## src/rtl/mem_stream_reader.sv

```systemverilog
// mem_stream_reader: reads a (start address, word count) command from an async-read
// memory and streams the words out; first beat one cycle after the command is taken, then one beat/cycle.
// Full valid/ready backpressure: a stalled beat holds data/last stable until the consumer takes it.
// Ports:
//   i_clk, i_rst                         clock; synchronous active-high reset
//   i_start, i_start_addr, i_num_words   command, sampled only while idle
//   o_busy, o_done                       command in progress / one-cycle completion pulse
//   o_mem_raddr, i_mem_rdata             async-read memory port
//   o_ostream_data/valid/last, i_ostream_ready   registered output stream
module mem_stream_reader #(
  parameter int DATAW = 64,
  parameter int DEPTH = 256,
  parameter int ADDRW = $clog2(DEPTH),
  parameter int LENW  = $clog2(DEPTH + 1)
) (
  input  logic             i_clk,
  input  logic             i_rst,
  input  logic             i_start,
  input  logic [ADDRW-1:0] i_start_addr,
  input  logic [LENW-1:0]  i_num_words,
  output logic             o_busy,
  output logic             o_done,
  output logic [ADDRW-1:0] o_mem_raddr,
  input  logic [DATAW-1:0] i_mem_rdata,
  output logic [DATAW-1:0] o_ostream_data,
  output logic             o_ostream_valid,
  output logic             o_ostream_last,
  input  logic             i_ostream_ready
);

  typedef enum logic {
    S_IDLE   = 1'b0,
    S_STREAM = 1'b1
  } state_t;

  state_t           r_state;
  logic [ADDRW-1:0] r_rd_ptr;
  logic [LENW-1:0]  r_remaining;
  logic [DATAW-1:0] r_data;
  logic             r_valid;
  logic             r_last;
  logic             r_done;

  state_t           w_state_nxt;
  logic [ADDRW-1:0] w_rd_ptr_nxt;
  logic [LENW-1:0]  w_remaining_nxt;
  logic [DATAW-1:0] w_data_nxt;
  logic             w_valid_nxt;
  logic             w_last_nxt;
  logic             w_done_nxt;
  logic             w_load;
  logic             w_hs;

  // A new word may enter the output register when it is empty or being drained
  // this cycle; that overlap is what gives one beat per cycle.
  assign w_load = (r_state == S_STREAM) && (r_remaining != '0) && (!r_valid || i_ostream_ready);
  assign w_hs   = r_valid && i_ostream_ready;

  always_comb begin
    w_state_nxt     = r_state;
    w_rd_ptr_nxt    = r_rd_ptr;
    w_remaining_nxt = r_remaining;
    w_data_nxt      = r_data;
    w_valid_nxt     = r_valid;
    w_last_nxt      = r_last;
    w_done_nxt      = 1'b0;

    case (r_state)
      S_IDLE: begin
        if (i_start) begin
          if (i_num_words != '0) begin
            w_rd_ptr_nxt    = i_start_addr;
            w_remaining_nxt = i_num_words;
            w_state_nxt     = S_STREAM;
          end else begin
            // Zero-length command completes immediately without any beat.
            w_done_nxt = 1'b1;
          end
        end
      end
      S_STREAM: begin
        if (w_hs && !w_load) begin
          w_valid_nxt = 1'b0;
        end
        if (w_load) begin
          w_data_nxt      = i_mem_rdata;
          w_valid_nxt     = 1'b1;
          w_last_nxt      = (r_remaining == LENW'(1));
          // Explicit wrap so non-power-of-two depths stay in range.
          w_rd_ptr_nxt    = (r_rd_ptr == ADDRW'(DEPTH - 1)) ? '0 : r_rd_ptr + ADDRW'(1);
          w_remaining_nxt = r_remaining - LENW'(1);
        end
        // Last beat taken: remaining is already zero, so no load can coincide.
        if (w_hs && r_last) begin
          w_valid_nxt = 1'b0;
          w_last_nxt  = 1'b0;
          w_done_nxt  = 1'b1;
          w_state_nxt = S_IDLE;
        end
      end
      default: w_state_nxt = S_IDLE;
    endcase
  end

  always_ff @(posedge i_clk) begin
    if (i_rst) begin
      r_state     <= S_IDLE;
      r_rd_ptr    <= '0;
      r_remaining <= '0;
      r_data      <= '0;
      r_valid     <= 1'b0;
      r_last      <= 1'b0;
      r_done      <= 1'b0;
    end else begin
      r_state     <= w_state_nxt;
      r_rd_ptr    <= w_rd_ptr_nxt;
      r_remaining <= w_remaining_nxt;
      r_data      <= w_data_nxt;
      r_valid     <= w_valid_nxt;
      r_last      <= w_last_nxt;
      r_done      <= w_done_nxt;
    end
  end

  assign o_busy          = (r_state != S_IDLE);
  assign o_done          = r_done;
  assign o_mem_raddr     = r_rd_ptr;
  assign o_ostream_data  = r_data;
  assign o_ostream_valid = r_valid;
  assign o_ostream_last  = r_last;

endmodule

```

## config.mk

```make
export PLATFORM = sky130hd
export DESIGN_NAME = mem_stream_reader
export DESIGN_NICKNAME = d
export VERILOG_FILES = /design/src/rtl/mem_stream_reader.sv
export SDC_FILE = /design/constraint.sdc
export NUM_CORES = 1
export LEC_CHECK = 0
export BUFFER_PORTS_ARGS = -buffer_cell sky130_fd_sc_hd__buf_2
export CAP_MARGIN = 15
export CORE_MARGIN = 1.5
export CORE_UTILIZATION = 45
export CTS_CLUSTER_DIAMETER = 80
export DETAILED_ROUTE_END_ITERATION = 10
export GPL_TIMING_DRIVEN = 0
export HOLD_SLACK_MARGIN = 0.12
export PLACE_DENSITY = 0.75
export REMOVE_ABC_BUFFERS = 1
export SYNTH_ARGS = -nofsm -noshare
export SYNTH_HDL_FRONTEND = slang
export SYNTH_SLANG_ARGS = --single-unit
```

## constraint.sdc

```tcl
create_clock -name i_clk -period 2.58 [get_ports i_clk]
set_clock_uncertainty 0.1 [all_clocks]
set_input_delay 0.387 -clock i_clk [delete_from_list [all_inputs] [get_ports i_clk]]
set_output_delay 0.387 -clock i_clk [all_outputs]
set_load 0.02 [all_outputs]
```

; After elaboration in Yosys (flattened, before gate mapping)
; Index checks and enable logic that the tools add are counted.
[word_totals]
register_bits = 85
wordCells = 53
input_bits = 85
[classes]
addsub = 2
n_eq_ne = 5
n_mux = 22
reduce_logical = 16
n_bitwise = 1
[ops]
columns = operator, count
row1 = $mux W8, 4
row2 = $mux W9, 3
row3 = $pmux W9 S2, 1
row4 = $reduce_bool A9 Y1, 2
row5 = $pmux W8 S2, 1
row6 = $mux W1, 11
row7 = $eq A9 B1 Y1 const B, 1
row8 = $sub A9 B1 Y9 const B, 1
row9 = $add A8 B1 Y8 const B, 1
row10 = $eq A8 B8 Y1 const B, 1
row11 = $reduce_and A2 Y1, 3
row12 = $logic_and A1 B1 Y1, 5
row13 = $ne A2 B2 Y1 const B, 2
row14 = $pmux W1 S2, 2
row15 = $reduce_and A3 Y1, 1
row16 = $reduce_bool A3 Y1, 1
row17 = $logic_not A1 Y1, 2
row18 = $ne A2 B1 Y1 const B, 1
row19 = $reduce_bool A2 Y1, 1
row20 = $logic_or A1 B1 Y1, 1
row21 = $not A1 Y1, 1

; Depth between registers and ports, before layout
[depth]
word_depth = 8
mapped_depth = 9

; Least setup slack after synthesis
; Ideal clock, no wire load.
[synth_timing]
kind = flip-flop to flip-flop
from = register r_state (netlist: o_busy)
to = register r_data[10] (netlist: o_ostream_data[10])
n_path_buf = 3
required_ns = 2.337
setup_slack_ns = 0.694
path_stages_with_launch = 9
arrival_time_ns = 1.642
path_cell_list = dfxtp_1 buf_2 inv_2 a21o_1 or2_2 buf_12 buf_12 nand2_2 a21oi_2
[synth_between]
elab_chain_len = 3
[synth_lines]
columns = element, line_no
row1 = from (decl), 36  ; state_t r_state;
row2 = from (signal assigned), 115  ; r_state <= w_state_nxt;
row3 = $logic_and A1 B1 Y1 (2 in series), 56  ; assign w_load = (r_state == S_STREAM) && (r_remaining != '0) && (!r_valid || i_ostream_ready);
row4 = $reduce_and A2 Y1 (no source line) (*), -
row5 = to (signal assigned), 118  ; r_data <= w_data_nxt;
row6 = to (decl), 39  ; logic [DATAW-1:0] r_data;
; Mark *: on every way between the ends. The rest lies on a longest branch, timed or not.
; A chain may end at the register's enable or synchronous reset.

; Final worst setup path
[layout_timing]
from = register r_state (netlist: o_busy)
to = register r_data[39] (netlist: o_ostream_data[39])
; Same word-level chain as after synthesis.

==> implementation parameters <==
Parameter                              Value

Outcome
  Status ... finished, final reports clean

Global route
  Global routing usage summed across all routing layers ... 0.205
  Initial antenna violation count ... 0
  Pin count of the biggest net entering global routing ... 57
  First-pass GRT wire length ... 16.0 mm
  Grt total ovfl ... 0
  Via count of the first global-routing pass ... 3570

Job
  Max Cap Violations ... 0

Timing
  Unrepaired setup endpoints after global routing ... no
  Worst-Margin Slew ... 0.589 ns
  Max-slew violation count ... 0
  Fin crit period ... 2.43 ns
  Final worst path period share ... 0.942
  Count of final setup violators ... 0
  Fmax achieved ... 412 MHz
  Slew Limit Headroom ... 0.607
  Final Hold Viols ... 0

Synth
  #FFs+latches synth ... 85
  Most frequently used flop master after synthesis ... dfxtp_1
  Main combinational cell family by area after synthesis ... simple AND/OR/NAND/NOR gates
  Synth async-reset ratio ... 0
  Count of yosys warnings during synthesis ... 0
  Top cells by count, synth ... nand2_1, dfxtp_1, a21oi_2, nand2_2, a21oi_1
  Cell with the most instances after synthesis ... nand2_1
  Area leader, netlist ... dfxtp_1
  Netlist area before placement ... 0.00397 mm^2
  Biggest area contributors in the synthesized netlist ... dfxtp_1, a21oi_2, nand2_2
  Adder-cell share of the synthesized area ... 0.0126
  Multiplexer fraction of the synthesized cell area ... 0.0104
  Area fraction in and, or, nand and nor cells after synthesis ... 0.239
  Sequential-to-total area share from yosys stat ... 0.429
  Count of flip-flops with a built-in enable after synthesis ... 0
  Post-synthesis area per instance ... 8.85 um^2
  XOR/XNOR share of the synthesized area ... 0.00442
  Count of different cell masters after synthesis ... 49
  Post-synthesis instance total ... 448
  Area share of the leading cell type in the synthesized netlist ... 0.429
  Synthesized-area fraction occupied by ao, oa, aoi and oai cells ... 0.234

Layout
  Diodes inserted ... 0
  Final instance area ... 0.00502 mm^2
  Layout cell share with drive strength beyond 1 ... 0.528
  Area Overhead vs Synth ... 26.5%
  Count of fill cells added during filler insertion ... 789
  Post-layout nets ... 690
  Final Util ... 0.581

Critical path
  Critical Setup Path Class ... reg -> reg
  Cell with the largest stage delay on the worst path ... dfxtp_2
  CP startpoint ... o_busy$_SDFF_PP0_
  Gate family responsible for the most delay along the worst path ... flip-flops
  Required @ worst endpoint ... 2.70 ns
  Data arrival time of the critical path ... 2.55 ns
  Type of element capturing the critical path ... flop
  List of cells traversed by the critical path ... inv_2, a21o_1, or2_4, buf_16, nand2_2, a21oi_2
  Largest incremental delay on the critical path ... 0.69 ns
  Launch point of the worst reg-to-reg path ... o_busy$_SDFF_PP0_
  CP max FO ... 56
  Startpoint types ... flop
  Crit path buf inv count ... 2

Floorplan
  DIE AREA ... 0.00938 mm^2
  Number of rows in the core area ... 34
  Width of the die ... 96.9 um
  Core Region ... 0.00864 mm^2
  Vertical die dimension ... 96.9 um
  I/O pins ... 161
  Initial core utilization ... 0.459

Drt
  Drt initial violations ... 110
  Number of remaining DRC errors ... 0
  Number of search-and-repair iterations in the first detailed-routing pass ... 4
  Total number of vias ... 3682
  Via-per-instance ratio ... 5.16
  WL/cell ... 14.0 um
  Wire length reported by the detailed router ... 9.98 mm
  Post-route antenna net violation count ... 0

CTS
  Num CTS Buffers ... 9
  Clock tree from TritonCTS ... done
  CTS sink count ... 85
  Hold-fix buffer count after cts ... 0
  H-Tree Level Count ... 3
  Latest clock arrival within the worst-skew pair ... 0.36 ns
  Clock slew at reported path FFs ... 0.10 ns
  Clock tree buffer depth ... 2
  Clock tree root buffer cell ... clkbuf_8

Power
  Power per Cell Area ... 665 mW/mm^2
  Cell leakage power ... 2.14 nW
  Worst VDD drop ... 292 uV

Place
  Buffers on Ports ... 160
  Placed inst area ... 0.00475 mm^2
  Final Wtd Congestion ... 0.809
  Detailed placer's ending HPWL ... 6.82 mm

Min path
  Min-Delay Path Class ... in -> reg
  Startpoint of the lowest-slack hold path ... i_mem_rdata[5]
## final timing paths
check | cells after the start | endpoint | slack, ns
hold reg to reg | 2 | o_ostream_data[4]$_SDFFE_PP0P_ | 0.36
setup reg to reg | 6 | o_ostream_data[39]$_SDFFE_PP0P_ | 0.15
hold / removal | 3 | o_ostream_data[5]$_SDFFE_PP0P_ | 0.16
setup / recovery | 6 | o_ostream_data[39]$_SDFFE_PP0P_ | 0.15
## kinds of logic (layout without fill, tap and decap cells)
group,count (synthesis),in the layout
buffers and inverters,40,197
muxes,4,4
DFF,85,85
and+or+nand+nor,193,194
adders and majority gates,4,4
xor gates and xnor gates,2,2
AOI/OAI and AO/OA,120,120
## sequential cells by signal (all words and copies together), names as in the netlist
name,cells
o_busy,1
o_done,1
o_mem_raddr,8
o_ostream_data,64
o_ostream_last,1
o_ostream_valid,1
r_remaining,9
## cell usage in the layout, fill, tap and decap left out, drive strengths merged, types with 2 or more instances in the layout
| cell | count |
|---|---|
| buf | 170 |
| nand2 | 146 |
| dfxtp | 85 |
| a21oi | 82 |
| nor2 | 19 |
| inv | 13 |
| clkbuf | 9 |
| o21ai | 9 |
| nor3 | 8 |
| nand3 | 7 |
| nand4 | 4 |
| a211oi | 4 |
| ha | 4 |
| clkinvlp | 4 |
| nor4 | 4 |
| a31o | 3 |
| o32ai | 3 |
| mux2i | 3 |
| or3 | 3 |
| a22oi | 2 |
| o31ai | 2 |
| a31oi | 2 |
| a221oi | 2 |
| a2111oi | 2 |
## worst register-to-register path, delay by kind of cell, from the launching register on
| family | cells | cell delay [ns] |
|---|---|---|
| flops | 1 | 0.69 |
| buf+inv | 2 | 0.53 |
| compound gates | 2 | 0.41 |
| simple gates | 2 | 0.58 |
## what timing repair did
item / 4_1_cts / 5_1_grt
cloned: 0 / 1
setup buffers: 0 / 7
endpoints found under the setup margin: 79 / 45
pin swaps: 0 / 3
resized for setup: 2 / 0
## metrics by stage
stage               setup slack, ns  hold slack, ns  cells  TNS [ns]  total power, W
floorplan                     -1.39           0.349    419    -85.72         0.00210
global placement              -2.97           0.340    687   -188.09         0.00238
global route                0.00981           0.141    714         0         0.00352
CTS                          0.0288           0.137    706         0         0.00332
finish                        0.151           0.159    714         0         0.00334
detailed placement           -0.477           0.347    690    -18.90         0.00243
## report_power, final
part           internal, W  switching, W
Clock             0.000361      0.000526
Sequential         0.00143      0.000107
Combinational     0.000353      0.000562
## cell type report
type | count | area, um^2 | area share
multi-input cells | 324 | 2010 | 0.401
inverters | 11 | 41.3 | 0.00823
clock buffers | 9 | 124 | 0.0247
clock inverters | 7 | 58.8 | 0.0117
flip-flops and latches | 85 | 1700 | 0.339
repair buffers | 170 | 943 | 0.188
well taps | 108 | 135 | 0.0269
## metal layers
metal / routed length [um] / vias to the layer above / GRT usage
met3: 943 / 16 / 0.0809
met4: 180 / 0 / 0.0769
met2: 4660 / 163 / 0.335
met5: 0 / - / 0
li1: - / 1821 / -
met1: 4200 / 1682 / 0.243
Note: power is estimated with default switching activity, not from simulation.
